### src/rtl/img_pkg.sv
// img_pkg: image geometry constants and writer FSM state type shared by the result writer.
package img_pkg;
  localparam int SIZE_ROW        = 352;
  localparam int NUM_ROWS        = 288;
  localparam int WORDS_PER_IMAGE = SIZE_ROW * NUM_ROWS / 4;
  localparam int ADDR_W          = 16;
  typedef enum logic [1:0] {IDLE, RUN, DONE} writer_state_t;
endpackage

### src/rtl/pixel_packer.sv
// pixel_packer: gathers four 8-bit pixels into one 32-bit word.
// RESULT_WRITER_BIG_ENDIAN_EN puts the first pixel in the top byte instead of the bottom.
module pixel_packer (
  input  logic        clk,
  input  logic        reset_n,
  input  logic        clear_i,
  input  logic        accept_i,
  input  logic [7:0]  pix_i,
  output logic [31:0] word_o,
  output logic        group_done_o
);
  logic [1:0]  cnt_q, cnt_d, lane;
  logic [31:0] pack_q, pack_d;
  logic [4:0]  sh;
`ifdef RESULT_WRITER_BIG_ENDIAN_EN
  assign lane = 2'd3 - cnt_q;
`else
  assign lane = cnt_q;
`endif
  assign sh = {lane, 3'b000};
  // word_o already carries the pixel being accepted, so the fourth pixel needs no extra cycle
  assign word_o       = (pack_q & ~(32'hFF << sh)) | ({24'h0, pix_i} << sh);
  assign group_done_o = accept_i && cnt_q == 2'd3;
  always_comb begin
    cnt_d  = clear_i ? 2'd0 : accept_i ? cnt_q + 2'd1 : cnt_q;
    pack_d = clear_i ? 32'h0 : accept_i ? word_o : pack_q;
  end
  always_ff @(posedge clk or negedge reset_n) begin
    if (!reset_n) begin
      cnt_q  <= 2'd0;
      pack_q <= 32'h0;
    end else begin
      cnt_q  <= cnt_d;
      pack_q <= pack_d;
    end
  end
endmodule

### src/rtl/result_writer.sv
// result_writer: packs a raster of result pixels into 32-bit words and writes them to memory.
// RESULT_WRITER_BIG_ENDIAN_EN (see pixel_packer) selects MSB-first byte order.
module result_writer #(
  parameter int SIZE_ROW   = img_pkg::SIZE_ROW,
  parameter int NUM_ROWS   = img_pkg::NUM_ROWS,
  parameter int WRITE_BASE = 25344
) (
  input  logic        clk,
  input  logic        reset_n,
  input  logic        start,
  input  logic        pix_valid,
  input  logic [7:0]  pix_in,
  output logic        pix_ready,
  output logic        o_en,
  output logic        o_we,
  output logic [15:0] o_addr,
  output logic [31:0] o_word,
  output logic        o_finish
);
  import img_pkg::*;
  localparam int WORDS = SIZE_ROW * NUM_ROWS / 4;
  localparam int WW    = $clog2(WORDS + 1);
  generate
    if (SIZE_ROW % 4 != 0) begin : g_size_chk
      $error("result_writer: SIZE_ROW must be a multiple of 4");
    end
  endgenerate
  writer_state_t     state_q, state_d;
  logic [WW-1:0]     word_q, word_d;
  logic              en_q, en_d;
  logic [ADDR_W-1:0] addr_q, addr_d;
  logic [31:0]       data_q, data_d, packed_word;
  logic              accept, clear, group_done, all_written;
  assign all_written = word_q == WW'(WORDS);
  assign accept      = pix_valid && pix_ready;
  assign clear       = state_q == IDLE && start;
  pixel_packer u_packer (
    .clk          (clk),
    .reset_n      (reset_n),
    .clear_i      (clear),
    .accept_i     (accept),
    .pix_i        (pix_in),
    .word_o       (packed_word),
    .group_done_o (group_done)
  );
  always_ff @(posedge clk or negedge reset_n) begin
    if (!reset_n) state_q <= IDLE;
    else          state_q <= state_d;
  end
  // leave RUN on the cycle the last word is on the bus
  always_comb begin
    state_d = state_q == IDLE ? (start ? RUN : IDLE) :
              state_q == RUN  ? (all_written ? DONE : RUN) : IDLE;
  end
  always_comb begin
    pix_ready = state_q == RUN && !all_written;
    o_finish  = state_q == DONE;
  end
  always_comb begin
    word_d = clear ? '0 : group_done ? word_q + 1'b1 : word_q;
    en_d   = group_done;
    addr_d = group_done ? ADDR_W'(WRITE_BASE) + ADDR_W'(word_q) : addr_q;
    data_d = group_done ? packed_word : data_q;
  end
  always_ff @(posedge clk or negedge reset_n) begin
    if (!reset_n) begin
      word_q <= '0;
      en_q   <= 1'b0;
      addr_q <= '0;
      data_q <= 32'h0;
    end else begin
      word_q <= word_d;
      en_q   <= en_d;
      addr_q <= addr_d;
      data_q <= data_d;
    end
  end
  assign o_en   = en_q;
  assign o_we   = en_q;
  assign o_addr = addr_q;
  assign o_word = data_q;
endmodule

### config.mk
export PLATFORM = sky130hd
export DESIGN_NAME = result_writer
export DESIGN_NICKNAME = d
export VERILOG_FILES = /design/src/rtl/img_pkg.sv /design/src/rtl/pixel_packer.sv /design/src/rtl/result_writer.sv
export SDC_FILE = /design/constraint.sdc
export NUM_CORES = 1
export LEC_CHECK = 0
export ABC_CLOCK_PERIOD_IN_PS = 5000
export BUFFER_PORTS_ARGS = -buffer_cell sky130_fd_sc_hd__buf_2
export CAP_MARGIN = 0
export CORE_UTILIZATION = 29
export DETAILED_ROUTE_END_ITERATION = 10
export PLACE_DENSITY_LB_ADDON = 0.12
export SKIP_LAST_GASP = 1
export SLEW_MARGIN = 20
export SYNTH_ARGS = -nofsm -noshare
export SYNTH_HDL_FRONTEND = slang
export SYNTH_SLANG_ARGS = --single-unit
### constraint.sdc
create_clock -name clk -period 5 [get_ports clk]
set_input_delay 0.25 -clock clk [delete_from_list [all_inputs] [get_ports clk]]
set_output_delay 0.25 -clock clk [all_outputs]
set_load 0.02 [all_outputs]
==> impl_metrics.toml <==
[timing]
slew_viol_final = 0
fin_ws_ns = 2.153
maxSlewHeadroom = 0.3551
setup_viol_count_final = 0
fin_crit_ns = 2.847
skew_ns = 0.006712
fmax_mhz = 351.2
tightest_slew_ns = 0.9647
rsz0062_at_grt = "false"
hold_viol = 0
timing.hold.ws_ns = 0.2698
fin_tns_setup_ns = 0
fin_crit_sh = 0.5695

[floorplan]
row_count = 45
coreArea_mm2 = 0.01515
die_h_um = 126.2
fp.dieArea_mm2 = 0.01594
die_x_um = 126.2
io-pin-count = 64
floorplan.initialDensity = 0.2956

[detailed_routing]
drt_wl_total_mm = 12.19
wl_per_cell_um = 18.42
vias = 3539
first_pass_iters = 4
via_per_inst = 5.346
drc = 0
detail-route-antenna-nets = 0
initialDrtViolationCount = 232

[placement]
portBuffers = 63
placed_cell_area_mm2 = 0.004852
place_ws_ns = 2.153
place_congestion = 0.7480
hpwl_mm = 7.809
place_inst = 645

[setup_path]
crit_family = "simple AND/OR/NAND/NOR gates"
worstPathMaxFanout = 28
r2r_setup_slack_ns = 2.15
max_stage_delay_ns = 0.81
arrival_ns = 3.12
slowest_stage = "nand3_1"
path_class = "reg -> reg"
cp.required_ns = 5.27
start_kind = "flip-flop"
worstSetupEndpointType = "flip-flop"
path_buf_inv = 1
crit_chain = "nor2b_1, nand3_1, buf_4, nor4_2, mux2i_1"

[worst_hold_path]
hp-class = "in -> reg"

[clock_tree]
cts.clk_slew.worst_paths_ns = 0.07
cts_tree = "done"
clock_path_buffers = 2
cts_setup_buffers = 0
cts-root-buf = "clkbuf_16"
htree_levels = 3
clk_latency_ns = 0.35
cts_inserted_buffers = 9
clock_sinks = 92

[logic_synthesis]
synth_edf_count = 0
netlist_area_mm2 = 0.004477
async_flop_share = 1.000
seq_area_frac_synth = 0.5143
postSynthCellCount = 433
synth_fp_nets = 453
synth_ff_type = "dfrtp_1"
syn_avg_cell_area_um2 = 10.34
ys_ff_latch = 92
ys_types = 52
ys_warn_count = 0

[job]
drv_cap = 0

[global_routing]
grt_pass1_vias = 3549
grt.total_usage = 0.1653
grt_overflow = 0
grt_max_degree = 60
grt_pass1_wl_mm = 20.25
antenna_found_initial = 0

[pwr]
p_clk_frac = 0.246
p_int_uw = 1820
pwr-share-comb = 0.356
p_sw_uw = 1113
p_per_area_mw_per_mm2 = 566.3
seq_power_share = 0.398
leakage_uw = 0.002307
max-vdd-ir-drop_uv = 216.4
switching_share = 0.3794

[finish]
layout.nets = 489
layout.cells.non_filler = 662
syn_to_final_growth_pct = 15.68
diodes = 0
fin_area_mm2 = 0.005179
final_common_cell = "dfrtp_1"
post_route_cells_drive_above_1_share = 0.2215
final_cell_mix = "dfrtp_1, o21ai_0, buf_2, nor2b_1, a21oi_1"

[run_status]
status = "finished clean"
-- per-layer routing --
metal / share of wire / global-route usage / vias up / wire (um)
met1: 0.51 / 0.2442 / 1773 / 6200
met5: 0 / 0 / - / 0
met2: 0.43 / 0.2330 / 91 / 5213
met4: 0.014 / 0.05741 / 0 / 172
met3: 0.050 / 0.03993 / 11 / 604
li1: - / - / 1664 / -
-- worst reg2reg max path: cells and delay by family, from the launching register on --
family	cells	cell delay (ns)
AND/OR/NAND/NOR	3	1.65
buffers and inverters	1	0.53
flip-flops	1	0.38
multiplexers	1	0.21
-- cells in the mapped netlist, drive strengths merged (2+ instances only) --
cell type / count / area, um^2
a21o: 2 / 15.01
a21oi: 27 / 138.9
a221o: 8 / 80.08
a32o: 24 / 240.2
and2: 5 / 32.54
and3: 3 / 18.77
and4: 5 / 46.29
buf: 24 / 136.4
clkbuf: 19 / 71.32
dfrtp: 92 / 2302
ha: 8 / 100.1
inv: 8 / 30.03
mux2: 7 / 78.83
mux2i: 2 / 20.02
nand2: 10 / 45.04
nand2b: 2 / 12.51
nand3: 19 / 100.1
nand4: 7 / 77.58
nor2: 12 / 45.04
nor2b: 28 / 175.2
nor3: 6 / 35.03
nor4: 6 / 43.79
nor4b: 2 / 32.53
o211ai: 2 / 15.01
o21ai: 88 / 440.4
o31ai: 2 / 15.01
or4: 3 / 26.27
xnor2: 2 / 17.52
xor2: 4 / 35.03
-- area by class of cell --
cell class | count | area (um^2)
Fill cell | 1537 | 9967
Sequential cell | 92 | 2302
Clock inverter | 3 | 43.79
Tap cell | 188 | 235.2
Timing Repair Buffer | 68 | 357.8
Inverter | 8 | 30.03
Multi-Input combinational cell | 290 | 1939
Clock buffer | 13 | 270.3
-- power by group through the flow --
stage	clock network (uW)	registers (uW)	logic (uW)
2_1_floorplan	0	1300	600
3_3_place_gp	0	1180	1040
3_5_place_dp	0	1180	1060
4_1_cts	743	1170	1060
5_1_grt	773	1210	1180
6_report	722	1170	1040
-- logic make-up after synthesis --
kind of cell	count (synthesis)	share of synthesized area
buffers and inverters	51	0.05310
DFF	92	0.5143
adders and majority gates	8	0.02236
AOI/OAI and AO/OA	157	0.2177
xor gates and xnor gates	6	0.01174
muxes	9	0.02208
and+or+nand+nor	110	0.1587
-- per-stage QoR --
step	power, uW	utilization
after global placement	2224	0.3204
after CTS	2976	0.3418
final	2933	0.3419
after global routing	3156	0.3419
after detailed placement	2241	0.3204
after floorplan	1900	-
-- repair_timing --
action                     CTS  global route
hold buffers                 1             0
resized for setup            0             0
setup endpoints to repair    0             0
hold endpoints to repair    33             0
-- sequential cells by signal, indices dropped and copies added (netlist names) --
signal	flops
word_q	15
o_word	32
o_addr	16
state_q	2
o_en	1
u_packer.pack_q	24
u_packer.cnt_q	2
-- path summary, 6_finish.rpt --
check,to,start,cells after the start
max in group asynchronous,o_addr[6],reset_n,3
min reg2reg,o_word[22],o_word[22],2
max,word_q[12],state_q[0],5
min,u_packer.pack_q[10],pix_in[2],2
max reg2reg,word_q[12],state_q[0],5
min in group asynchronous,o_word[20],reset_n,2
(Power assumes the default switching activity.)
